## config.mk

```make
export PLATFORM = sky130hd
export DESIGN_NAME = fsa_draw_sched
export DESIGN_NICKNAME = d
export VERILOG_FILES = /design/src/rtl/fsa_draw_sched.sv
export SDC_FILE = /design/constraint.sdc
export NUM_CORES = 1
export LEC_CHECK = 0
export BUFFER_PORTS_ARGS = -buffer_cell sky130_fd_sc_hd__buf_2
export CAP_MARGIN = 5
export CORE_MARGIN = 10
export CORE_UTILIZATION = 35
export CTS_CLUSTER_DIAMETER = 50
export DETAILED_ROUTE_END_ITERATION = 6
export PLACE_DENSITY = 0.5
export SLEW_MARGIN = 20
export SYNTH_ARGS = -nofsm -noshare
export SYNTH_HDL_FRONTEND = slang
export SYNTH_SLANG_ARGS = --single-unit
```

## constraint.sdc

```tcl
create_clock -name clk -period 8.3 [get_ports clk]
set_clock_uncertainty 0.2 [all_clocks]
set_input_delay 0 -clock clk [delete_from_list [all_inputs] [get_ports clk]]
set_output_delay 0 -clock clk [all_outputs]
set_load 0.02 [all_outputs]
```

## src/rtl/fsa_draw_sched.sv

```systemverilog
// fsa_draw_sched: walks an alien formation, issuing one draw request per
// live alien to a downstream per-object draw FSA and waiting for its
// completion handshake before moving on.
// Optional feature: define SCHED_TIMEOUT_EN to abandon an alien after 15
// cycles without continue_draw and pulse draw_timeout.
module fsa_draw_sched #(
  parameter int COLS   = 8,
  parameter int ROWS   = 4,
  parameter int X_STEP = 6,
  parameter int Y_STEP = 4
) (
  input  logic                 clk,
  input  logic                 reset,
  input  logic                 frame_start,
  input  logic [ROWS*COLS-1:0] alive_mask,
  input  logic [7:0]           base_x,
  input  logic [6:0]           base_y,
  input  logic                 continue_draw,
  output logic                 draw_enable,
  output logic [7:0]           x_pixel,
  output logic [6:0]           y_pixel,
  output logic [4:0]           alien_idx,
  output logic                 busy,
  output logic                 frame_done
`ifdef SCHED_TIMEOUT_EN
  ,
  output logic                 draw_timeout
`endif
);

  localparam int         N    = ROWS * COLS;
  localparam logic [4:0] LAST = 5'(N - 1);

  typedef enum logic [2:0] {IDLE, LOAD, ISSUE, WAIT_ACK, DONE} state_t;

  state_t         state_q, state_d;
  logic [N-1:0]   mask_q;
  logic [7:0]     bx_q;
  logic [6:0]     by_q;
  logic [4:0]     idx_q;
  logic [7:0]     col_q;
  logic [6:0]     row_q;
  logic [7:0]     x_q;
  logic [6:0]     y_q;
  logic [4:0]     aidx_q;
  logic           start;
  logic           advance;
  logic           latch_pos;
  logic           ack;
  logic           timeout;
  logic [7:0]     x_calc;
  logic [6:0]     y_calc;

  // Pixel origin of the alien at the current scan position, wrapping naturally.
  assign x_calc = bx_q + col_q * 8'(X_STEP);
  assign y_calc = by_q + row_q * 7'(Y_STEP);

`ifdef SCHED_TIMEOUT_EN
  logic [3:0] to_cnt_q;

  // Watchdog counter: zero on WAIT_ACK entry, counts while waiting.
  always_ff @(posedge clk) begin
    if (reset)                   to_cnt_q <= 4'd0;
    else if (state_q == ISSUE)   to_cnt_q <= 4'd0;
    else if (state_q == WAIT_ACK) to_cnt_q <= to_cnt_q + 4'd1;
  end

  assign timeout      = (state_q == WAIT_ACK) && (to_cnt_q == 4'd15) && !continue_draw;
  assign draw_timeout = timeout && !reset;
`else
  assign timeout = 1'b0;
`endif

  // Next-state and control decode for the scan FSM.
  always_comb begin
    // NOTE: every signal gets a default first so no path leaves it unassigned (no latches).
    state_d   = state_q;
    start     = 1'b0;
    advance   = 1'b0;
    latch_pos = 1'b0;
    ack       = (state_q == WAIT_ACK) && (continue_draw || timeout);
    case (state_q)
      IDLE: begin
        if (frame_start) begin
          start   = 1'b1;
          state_d = LOAD;
        end
      end
      LOAD: begin
        if (mask_q[idx_q]) begin
          latch_pos = 1'b1;
          state_d   = ISSUE;
        end else if (idx_q == LAST) begin
          state_d = DONE;
        end else begin
          advance = 1'b1;
        end
      end
      ISSUE: state_d = WAIT_ACK;
      WAIT_ACK: begin
        if (ack) begin
          if (idx_q == LAST) begin
            state_d = DONE;
          end else begin
            advance = 1'b1;
            state_d = LOAD;
          end
        end
      end
      DONE:    state_d = IDLE;
      default: state_d = IDLE;
    endcase
  end

  // State, scan position and presented draw coordinates.
  always_ff @(posedge clk) begin
    // NOTE: sequential state uses non-blocking assignments so all registers update together.
    if (reset) begin
      state_q <= IDLE;
      idx_q   <= 5'd0;
      col_q   <= 8'd0;
      row_q   <= 7'd0;
      x_q     <= 8'd0;
      y_q     <= 7'd0;
      aidx_q  <= 5'd0;
    end else begin
      state_q <= state_d;
      if (start) begin
        idx_q <= 5'd0;
        col_q <= 8'd0;
        row_q <= 7'd0;
      end else if (advance) begin
        idx_q <= idx_q + 5'd1;
        if (col_q == 8'(COLS - 1)) begin
          col_q <= 8'd0;
          row_q <= row_q + 7'd1;
        end else begin
          col_q <= col_q + 8'd1;
        end
      end
      if (latch_pos) begin
        x_q    <= x_calc;
        y_q    <= y_calc;
        aidx_q <= idx_q;
      end
    end
  end

  // Snapshot of the pass inputs; only read after a capture, so no reset.
  always_ff @(posedge clk) begin
    // NOTE: these data registers are deliberately left out of reset; they are always written before use.
    if (start) begin
      mask_q <= alive_mask;
      bx_q   <= base_x;
      by_q   <= base_y;
    end
  end

  // Outputs are forced low while reset is held.
  always_comb begin
    draw_enable = (state_q == ISSUE) && !reset;
    busy        = (state_q != IDLE) && !reset;
    frame_done  = (state_q == DONE) && !reset;
    x_pixel     = reset ? 8'd0 : x_q;
    y_pixel     = reset ? 7'd0 : y_q;
    alien_idx   = reset ? 5'd0 : aidx_q;
  end

endmodule

```

==> flow_summary.yaml, run 1 <==
detailed_routing:
  drc: 0
  first_pass_iters: 4
  drt_first_iter_violations: 176
  wirelength_mm: 9.348
  ant_nets: 0
  vias: 3021
  avgRoutedWirePerCell_um: 14.74
  vias_per_cell: 4.765
sta:
  rsz0062_at_grt: "false"
  slew_headroom: 0.3024
  finalSetupViolations: 0
  worstMarginPinSlew_ns: 1.045
  fin_hold_ws_ns: 0.05649
  final.period_utilization: 0.4657
  fmax_ghz: 0.2587
  timing.final.hold_violations: 0
  tns_ns: 0
  slew_viol_final: 0
  min_period_ns: 3.866
placed_design:
  port_buffers: 73
  hpwlAfterDp_mm: 6.584
  gp_congestion: 0.7636
  post_dp_cell_area_um2: 4678
pwr:
  peakVddDrop_uv: 151.7
  p_leak_nw: 2.137
  p_per_area_nw_per_um2: 186.3
clocking:
  root_buffer: "clkbuf_16"
  cts_made_buffers: 9
  clock_sinks: 88
  path_clk_slew_ns: 0.06
  cts_tree: "done"
  clock_latency_ns: 0.33
  clockBufferDepth: 2
  htree_levels: 3
  postCtsSetupRepairBufs: 0
critical_path:
  worstPathRequired_ns: 8.32
  critPathKind: "reg2reg"
  crit_path_max_fanout: 20
  end_kind: "flip-flop"
  worstPathArrival_ns: 3.89
  cp-start-kind: "flip-flop"
global_routing:
  grt_pass1_vias: 3123
  antenna_found_initial: 0
  grt_overflow_total: 0
  grt_max_degree: 48
  grt_pass1_wl_mm: 15.26
  grtUsageTotal: 0.1139
synthesis:
  syn_area_um2: 4268
  async_flop_share: 0
  syn_nets: 443
  synth_seq_cells: 88
  synth-edff-count: 47
  syn-instance-count: 368
  synthFlopType: "edfxtp_1"
  syn_avg_cell_area_um2: 11.60
  synth_warnings: 0
  ys_seq_area_frac: 0.5230
  yosys.cell_types.count: 54
layout:
  num_antenna_cells: 0
  layout-drive-gt1-share: 0.2136
  syn2layout_area_growth_pct: 27.82
  final_nets: 558
  fin_area_um2: 5455
floorplanning:
  start_util: 0.3568
  die_w_um: 130.4
  ios: 74
  rows: 40
  dieHeight_um: 130.4
  core_area_um2: 11960
  die_area_um2: 17010
status:
  status: "finished clean"
hold_path:
  hold_class: "in2reg"
run:
  cap_violations: 0
-- layout by cell type (no fill, tap or decap), types with 4 or more instances in the layout --
master,instances
a21o_1,5
a21oi_1,26
buf_2,73
clkbuf_16,9
dfxtp_1,41
dlygate4sd3_1,49
edfxtp_1,47
ha_1,21
inv_1,13
mux2i_1,26
mux4_2,4
nand2_1,25
nand2b_1,5
nand3_1,10
nor2_1,25
nor2b_1,20
o21ai_0,5
o31ai_1,6
xnor2_1,15
-- flip-flops by register name, indices dropped and copies added, names as in the netlist --
name,flops
idx_q,5
state_q,3
col_q,8
mask_q,32
y_q,7
bx_q,8
row_q,5
aidx_q,5
x_q,8
by_q,7
-- power by group --
| part | internal (mW) | switching (mW) | total (mW) |
|---|---|---|---|
| registers | 0.490 | 0.0130 | 0.503 |
| logic | 0.0551 | 0.0645 | 0.120 |
| clock network | 0.230 | 0.164 | 0.394 |
| total | 0.775 | 0.242 | 1.02 |
-- final cells by class --
cell class | instances | area (um^2)
clock buffer | 9 | 225.2
clock inverter | 6 | 61.31
fill | 1100 | 6506
inverter | 13 | 48.80
multi-input combinational | 248 | 1841
sequential | 88 | 2232
tap | 147 | 183.9
timing repair buffer | 123 | 863.3
-- kinds of logic after synthesis --
| logic type | Yosys count | share of synthesized area |
|---|---|---|
| buffers and inverters | 32 | 0.04603 |
| DFF | 88 | 0.5230 |
| adders and majority gates | 24 | 0.07564 |
| muxes | 30 | 0.08209 |
| AOI/OAI and AO/OA | 66 | 0.1044 |
| xor gates and xnor gates | 18 | 0.03694 |
| and+or+nand+nor | 110 | 0.1319 |
-- worst max-delay path, cell delays in order (launching register included) --
cell and delay [ns]:
dfxtp_1 1.01, mux2i_1 0.19, mux4_2 0.50, a222oi_1 0.87, and2_1 0.62, nand2b_1 0.24, o22ai_1 0.11
-- Yosys cell counts (4+ instances only) --
cell type | n | area share
a21o_1 | 5 | 0.0088
inv_1 | 13 | 0.011
dfxtp_1 | 41 | 0.19
o21ai_0 | 5 | 0.0059
ha_1 | 21 | 0.062
nand2_1 | 25 | 0.022
nor2_1 | 25 | 0.022
buf_6 | 5 | 0.013
edfxtp_1 | 47 | 0.33
mux2i_1 | 26 | 0.061
a21oi_1 | 26 | 0.030
nand2b_1 | 5 | 0.0073
nor2b_1 | 20 | 0.029
mux4_2 | 4 | 0.021
nand3_1 | 10 | 0.012
xnor2_1 | 15 | 0.031
clkbuf_1 | 7 | 0.0062
o31ai_1 | 6 | 0.011
-- per-layer routing --
metal,up-vias,track usage,part of all wire
li1,1547,-,-
met1,1389,0.1469,0.48
met2,76,0.1769,0.45
met3,9,0.03868,0.064
met4,0,0.03532,0.011
met5,-,0,0
-- metrics by stage --
step	util	power, mW	instances	setup WS [ns]
finish	0.4561	1.016	634	4.434
floorplan	-	0.5875	368	5.257
global placement	0.3911	0.6143	570	4.572
global route	0.4561	1.062	634	4.120
detailed placement	0.3911	0.6170	570	4.419
CTS	0.4561	1.032	634	4.400
-- path summary, 6_finish.rpt --
kind                          startpoint                     end  slack [ns]  depth (start not counted)
hold / removal                     reset     x_q[2]$_SDFFE_PP0P_        0.06                          2
hold reg to reg   aidx_q[0]$_SDFFE_PP0P_  aidx_q[0]$_SDFFE_PP0P_        0.25                          2
setup reg to reg   idx_q[1]$_SDFFE_PP0P_   col_q[5]$_SDFFE_PP0P_        4.43                          6
setup / recovery   idx_q[1]$_SDFFE_PP0P_   col_q[5]$_SDFFE_PP0P_        4.43                          6
-- what timing repair did --
item	in CTS	in global routing
endpoints found under the hold margin	50	0
hold buffers	49	0
resized for setup	0	0
(Power assumes the default switching activity.)
==> run 2: changes to the inputs <==
--- a/config.mk
+++ b/config.mk
@@ -11,7 +11,7 @@
 export CORE_UTILIZATION = 35
 export CTS_CLUSTER_DIAMETER = 50
 export DETAILED_ROUTE_END_ITERATION = 6
-export PLACE_DENSITY = 0.5
+export PLACE_DENSITY = 0.52
 export SLEW_MARGIN = 20
 export SYNTH_ARGS = -nofsm -noshare
 export SYNTH_HDL_FRONTEND = slang
==> constraint.sdc (replaced) <==
create_clock -name clk -period 3.4 [get_ports clk]
set_clock_uncertainty 0.2 [all_clocks]
set_input_delay 0 -clock clk [delete_from_list [all_inputs] [get_ports clk]]
set_output_delay 0 -clock clk [all_outputs]
set_load 0.02 [all_outputs]
==> run 2 against run 1 <==
Compared with the run above:
- final cell count rose by 0.79%
- via count is 1.3% higher
- global-route usage rose by 0.73 points
- sequential power rose by 140%
- fmax grew 26%
- register-to-register slack got worse by 4.1 ns
- critical path depth increased by 1
- non-clock buffer count rose by 5
- highest routed layer unchanged
- sequential share of layout area shrank 0.45 points
- flip-flop and latch count unchanged
- critical path type unchanged
==> flow_summary.yaml, run 2 (synthesis results as in run 1) <==
layout:
  layout_commonest_cell: "buf_2"
  fillers: 1083
  num_antenna_cells: 0
  layout-drive-gt1-share: 0.2256
  largest_reg_flops: 32
  largest_register: "mask_q"
  final_nets: 563
  syn2layout_area_growth_pct: 29.26
  mostFrequentLayoutCells: "buf_2 (73), dlygate4sd3_1 (49), edfxtp_1 (47)"
floorplanning:
  rows: 40
  start_util: 0.3568
  die_w_um: 130.4
  ios: 74
  core_area_um2: 11960
  die_area_um2: 17010
  dieHeight_um: 130.4
critical_path:
  slowest_delay_ns: 0.77
  r2r_end: "y_q[1]$_SDFFE_PP0P_"
  end_kind: "flip-flop"
  critPathKind: "reg2reg"
  cpLargestDelayFamily: "multiplexers"
  endpoint: "y_q[1]$_SDFFE_PP0P_"
  cp-start-kind: "flip-flop"
  cp-startpoint: "idx_q[1]$_SDFFE_PP0P_"
  ff2ff_path_depth: 7
  crit_buf_inv: 1
  path_cells: "buf_4, mux2i_1, mux4_2, a311oi_1, and2_4, mux2i_1, nor2_1"
  crit_slowest_cell: "dfxtp_1"
  cpMostUsedCell: "mux2i_1"
  worstPathArrival_ns: 3.07
  r2r_start: "idx_q[1]$_SDFFE_PP0P_"
  r2r_slack_ns: 0.33
  crit_path_max_fanout: 21
  worstPathRequired_ns: 3.40
  crit_cells: 7
placed_design:
  port_buffers: 73
  gp_congestion: 0.8057
  dp_slack_ns: 0.3324
  hpwlAfterDp_mm: 6.650
global_routing:
  grtUsageTotal: 0.1212
  grt_max_degree: 48
  grt_pass1_wl_mm: 16.09
  grt_pass1_vias: 3207
  antenna_found_initial: 0
  grt_overflow_total: 0
detailed_routing:
  vias: 3060
  first_pass_iters: 4
  vias_per_cell: 4.789
  ant_nets: 0
  drc: 0
  drt_first_iter_violations: 161
  wirelength_mm: 9.521
  avgRoutedWirePerCell_um: 14.90
sta:
  final.period_utilization: 0.9041
  tns_ns: 0
  rsz0062_at_grt: "false"
  slew_viol_final: 0
  slew_headroom: 0.4338
  worstMarginPinSlew_ns: 0.8494
  timing.final.hold_violations: 0
  fin_ws_ns: 0.3260
  fmax_ghz: 0.3253
  fin_hold_ws_ns: 0.04602
  min_period_ns: 3.074
  finalSetupViolations: 0
clocking:
  cts_made_buffers: 9
  clock_latency_ns: 0.34
  clockBufferDepth: 2
  path_clk_slew_ns: 0.06
  htree_levels: 3
  postCtsResizedCells: 0
  clock_sinks: 88
  cts_tree: "done"
  root_buffer: "clkbuf_16"
pwr:
  totalPowerFinal_mw: 2.571
  pwr-share-clk: 0.405
  p_leak_nw: 2.176
  p_per_area_nw_per_um2: 466.1
  p_switching_mw: 0.5996
  peakVddDrop_uv: 416.5
  p_comb_frac: 0.118
  sw_frac_of_total: 0.2332
  pwr-share-seq: 0.477
  intPower_mw: 1.971
hold_path:
  hold_class: "in2reg"
status:
  status: "finished clean"
run:
  cap_violations: 0
-- run 2: cell types whose count changed in the layout (fill, tap and decap cells not counted), sizes merged --
cell    previous run  this run
buf               74        79
bufinv             1         2
clkinv             3         2
-- run 2: worst min path at each step --
stage / cells past startpoint / to / slack, ns / start
5_1_grt: 2 / y_q[4]$_SDFFE_PP0P_ / 0.09 / reset
6_report: 2 / x_q[0]$_SDFFE_PP0P_ / 0.05 / reset
2_1_floorplan: 0 / bx_q[0]$_DFFE_PP_ / -0.10 / base_x[0]
3_3_place_gp: 1 / mask_q[3]$_DFFE_PP_ / -0.02 / alive_mask[3]
4_1_cts: 2 / x_q[1]$_SDFFE_PP0P_ / 0.04 / reset
3_5_place_dp: 1 / mask_q[12]$_DFFE_PP_ / -0.02 / alive_mask[12]
-- run 2: worst reg2reg max path: stages (launching register included) --
cell and delay, ns:
dfxtp_1 0.77, buf_4 0.30, mux2i_1 0.08, mux4_2 0.50, a311oi_1 0.36, and2_4 0.44, mux2i_1 0.24, nor2_1 0.05
-- run 2: routing by layer --
metal / routed length, um / vias to the layer above / track usage
li1: - / 1564 / -
met1: 4429 / 1394 / 0.1525
met2: 4154 / 96 / 0.1835
met3: 846 / 6 / 0.05761
met4: 91 / 0 / 0.03139
met5: 0 / - / 0
-- run 2: repair_timing --
action	in CTS	in global routing
buffers inserted	0	0
hold endpoints to repair	50	0
endpoints found under the setup margin	0	0
hold buffers	49	0
-- run 2: through the flow --
stage	instances	area, um^2	util
final	639	5517	0.4612
after global placement	575	4716	0.3942
after floorplan	368	4268	-
after detailed placement	575	4716	0.3942
after CTS	639	5517	0.4612
after global routing	639	5517	0.4612
-- run 2: cell type report --
type,instances,area [um^2],area share
multi-input combinational,248,1841,0.3336
sequential,88,2232,0.4046
clock buffer,9,225.2,0.04083
clock inverter,6,85.08,0.01542
timing repair buffer,128,900.9,0.1633
inverter,13,48.80,0.008846
tap,147,183.9,0.03334
-- run 2: power groups by stage --
stage               logic, mW  registers, mW  clock network [mW]
finish                  0.303           1.23                1.04
global route            0.337           1.23                1.13
CTS                     0.308           1.23                1.07
detailed placement      0.263           1.25                   0
global placement        0.259           1.25                   0
floorplan               0.198           1.24                   0
==> run 3: changes to the inputs <==
--- a/config.mk
+++ b/config.mk
@@ -11,7 +11,7 @@
 export CORE_UTILIZATION = 35
 export CTS_CLUSTER_DIAMETER = 50
 export DETAILED_ROUTE_END_ITERATION = 6
-export PLACE_DENSITY = 0.52
+export PLACE_DENSITY_LB_ADDON = 0.08
 export SLEW_MARGIN = 20
 export SYNTH_ARGS = -nofsm -noshare
 export SYNTH_HDL_FRONTEND = slang
==> run 3 against run 2 <==
Compared with the run above:
- die area did not move
- worst setup slack improved by 0.17 ns
- global-route usage is 0.34 points lower
- critical path depth grew 1
- largest cell class unchanged
==> flow_summary.yaml, run 3 (synthesis results as in run 1) <==
status:
  status: "finished clean"
pwr:
  intPower_mw: 1.894
  pwr-share-seq: 0.493
  sw_frac_of_total: 0.2386
  p_leak_nw: 2.160
  totalPowerFinal_mw: 2.487
  pwr-share-clk: 0.388
  p_comb_frac: 0.119
  peakVddDrop_uv: 290.4
  p_switching_mw: 0.5935
  p_per_area_nw_per_um2: 453.7
placed_design:
  hpwlAfterDp_mm: 6.615
  port_buffers: 73
  gp_congestion: 0.7755
floorplanning:
  core_area_um2: 11960
  die_area_um2: 17010
  ios: 74
  die_w_um: 130.4
  dieHeight_um: 130.4
  start_util: 0.3568
  rows: 40
global_routing:
  grt_pass1_wl_mm: 15.62
  grt_max_degree: 48
  grtUsageTotal: 0.1179
  grt_pass1_vias: 3110
  grt_overflow_total: 0
  antenna_found_initial: 0
layout:
  final_nets: 560
  layout-drive-gt1-share: 0.2188
  fillers: 1099
  syn2layout_area_growth_pct: 28.47
  mostFrequentLayoutCells: "buf_2 (73), dlygate4sd3_1 (49), edfxtp_1 (47)"
  num_antenna_cells: 0
  regArea_um2: 2232
  multiInputGateArea_um2: 1841
  fin_util: 0.4584
  layout_commonest_cell: "buf_2"
  largest_reg_flops: 32
  largest_register: "mask_q"
sta:
  min_period_ns: 2.907
  worstMarginPinSlew_ns: 0.8739
  finalSetupViolations: 0
  fmax_ghz: 0.3439
  slew_headroom: 0.4174
  rsz0062_at_grt: "false"
  timing.final.hold_violations: 0
  slew_viol_final: 0
  final.period_utilization: 0.8551
  tns_ns: 0
  fin_hold_ws_ns: 0.06010
detailed_routing:
  drt_first_iter_violations: 166
  vias: 3006
  vias_per_cell: 4.726
  drc: 0
  wirelength_mm: 9.475
  first_pass_iters: 4
  ant_nets: 0
  avgRoutedWirePerCell_um: 14.90
critical_path:
  slowest_delay_ns: 0.52
  cp-start-kind: "flip-flop"
  crit_path_max_fanout: 17
  crit_buf_inv: 2
  end_kind: "flip-flop"
  path_cells: "buf_12, mux2i_1, mux4_2, a222oi_1, buf_4, and2_1, nand2b_1, o22ai_1"
  worstPathRequired_ns: 3.43
  cpLargestDelayFamily: "simple AND/OR/NAND/NOR gates"
  critPathKind: "reg2reg"
  crit_slowest_cell: "and2_1"
  worstPathArrival_ns: 2.94
clocking:
  clock_latency_ns: 0.34
  postCtsResizedCells: 0
  htree_levels: 3
  root_buffer: "clkbuf_16"
  cts_made_buffers: 9
  clock_sinks: 88
  clockBufferDepth: 2
  cts_tree: "done"
  path_clk_slew_ns: 0.06
run:
  cap_violations: 0
hold_path:
  hold_class: "in2reg"
[run 3: changes by cell type in the layout (fill, tap and decap cells not counted), sizes merged]
cell      previous run  this run
clkinvlp             2         0
clkinv               2         5
buf                 79        76
bufinv               2         1
[run 3: path summary, 6_finish.rpt]
kind,cells after the start,slack (ns),end,from
worst max register to register,8,0.49,col_q[5]$_SDFFE_PP0P_,idx_q[1]$_SDFFE_PP0P_
worst min-delay path,2,0.06,y_q[5]$_SDFFE_PP0P_,reset
worst max-delay path,8,0.49,col_q[5]$_SDFFE_PP0P_,idx_q[1]$_SDFFE_PP0P_
worst min register to register,2,0.25,aidx_q[0]$_SDFFE_PP0P_,aidx_q[0]$_SDFFE_PP0P_
[run 3: layout make-up]
class | count | share of cell area
sequential | 88 | 0.4071
multi-input combinational | 248 | 0.3357
timing repair buffer | 125 | 0.1625
clock buffer | 9 | 0.04108
tap | 147 | 0.03355
clock inverter | 6 | 0.01118
inverter | 13 | 0.008900
[run 3: through the flow]
stage | area (um^2) | setup WS (ns) | cells
2_1_floorplan | 4268 | 0.3571 | 368
3_3_place_gp | 4706 | 0.4987 | 572
3_5_place_dp | 4706 | 0.4903 | 572
4_1_cts | 5483 | 0.4648 | 636
5_1_grt | 5483 | 0.2557 | 636
6_report | 5483 | 0.4925 | 636
[run 3: layer usage]
metal | GRT usage | routed length, um
met4 | 0.03270 | 74
met1 | 0.1472 | 4575
met3 | 0.04915 | 584
met2 | 0.1838 | 4240
met5 | 0 | 0
[run 3: timing repair]
action	CTS	global route
hold buffers	49	0
endpoints found under the setup margin	0	0
setup buffers	0	0
endpoints found under the hold margin	50	0
[run 3: worst register-to-register path: cells and delay by family (launching register included)]
family                 cells  cell delay, ns
AND/OR/NAND/NOR            2            0.75
buffers and inverters      2            0.42
flip-flops                 1            0.45
AO/OA/AOI/OAI              2            0.42
multiplexers               2            0.55
[run 3: power by group through the flow]
stage | registers [mW] | logic, mW | clock network, mW
2_1_floorplan | 1.24 | 0.198 | 0
3_3_place_gp | 1.25 | 0.254 | 0
3_5_place_dp | 1.25 | 0.258 | 0
4_1_cts | 1.23 | 0.301 | 0.999
5_1_grt | 1.23 | 0.332 | 1.04
6_report | 1.23 | 0.296 | 0.964
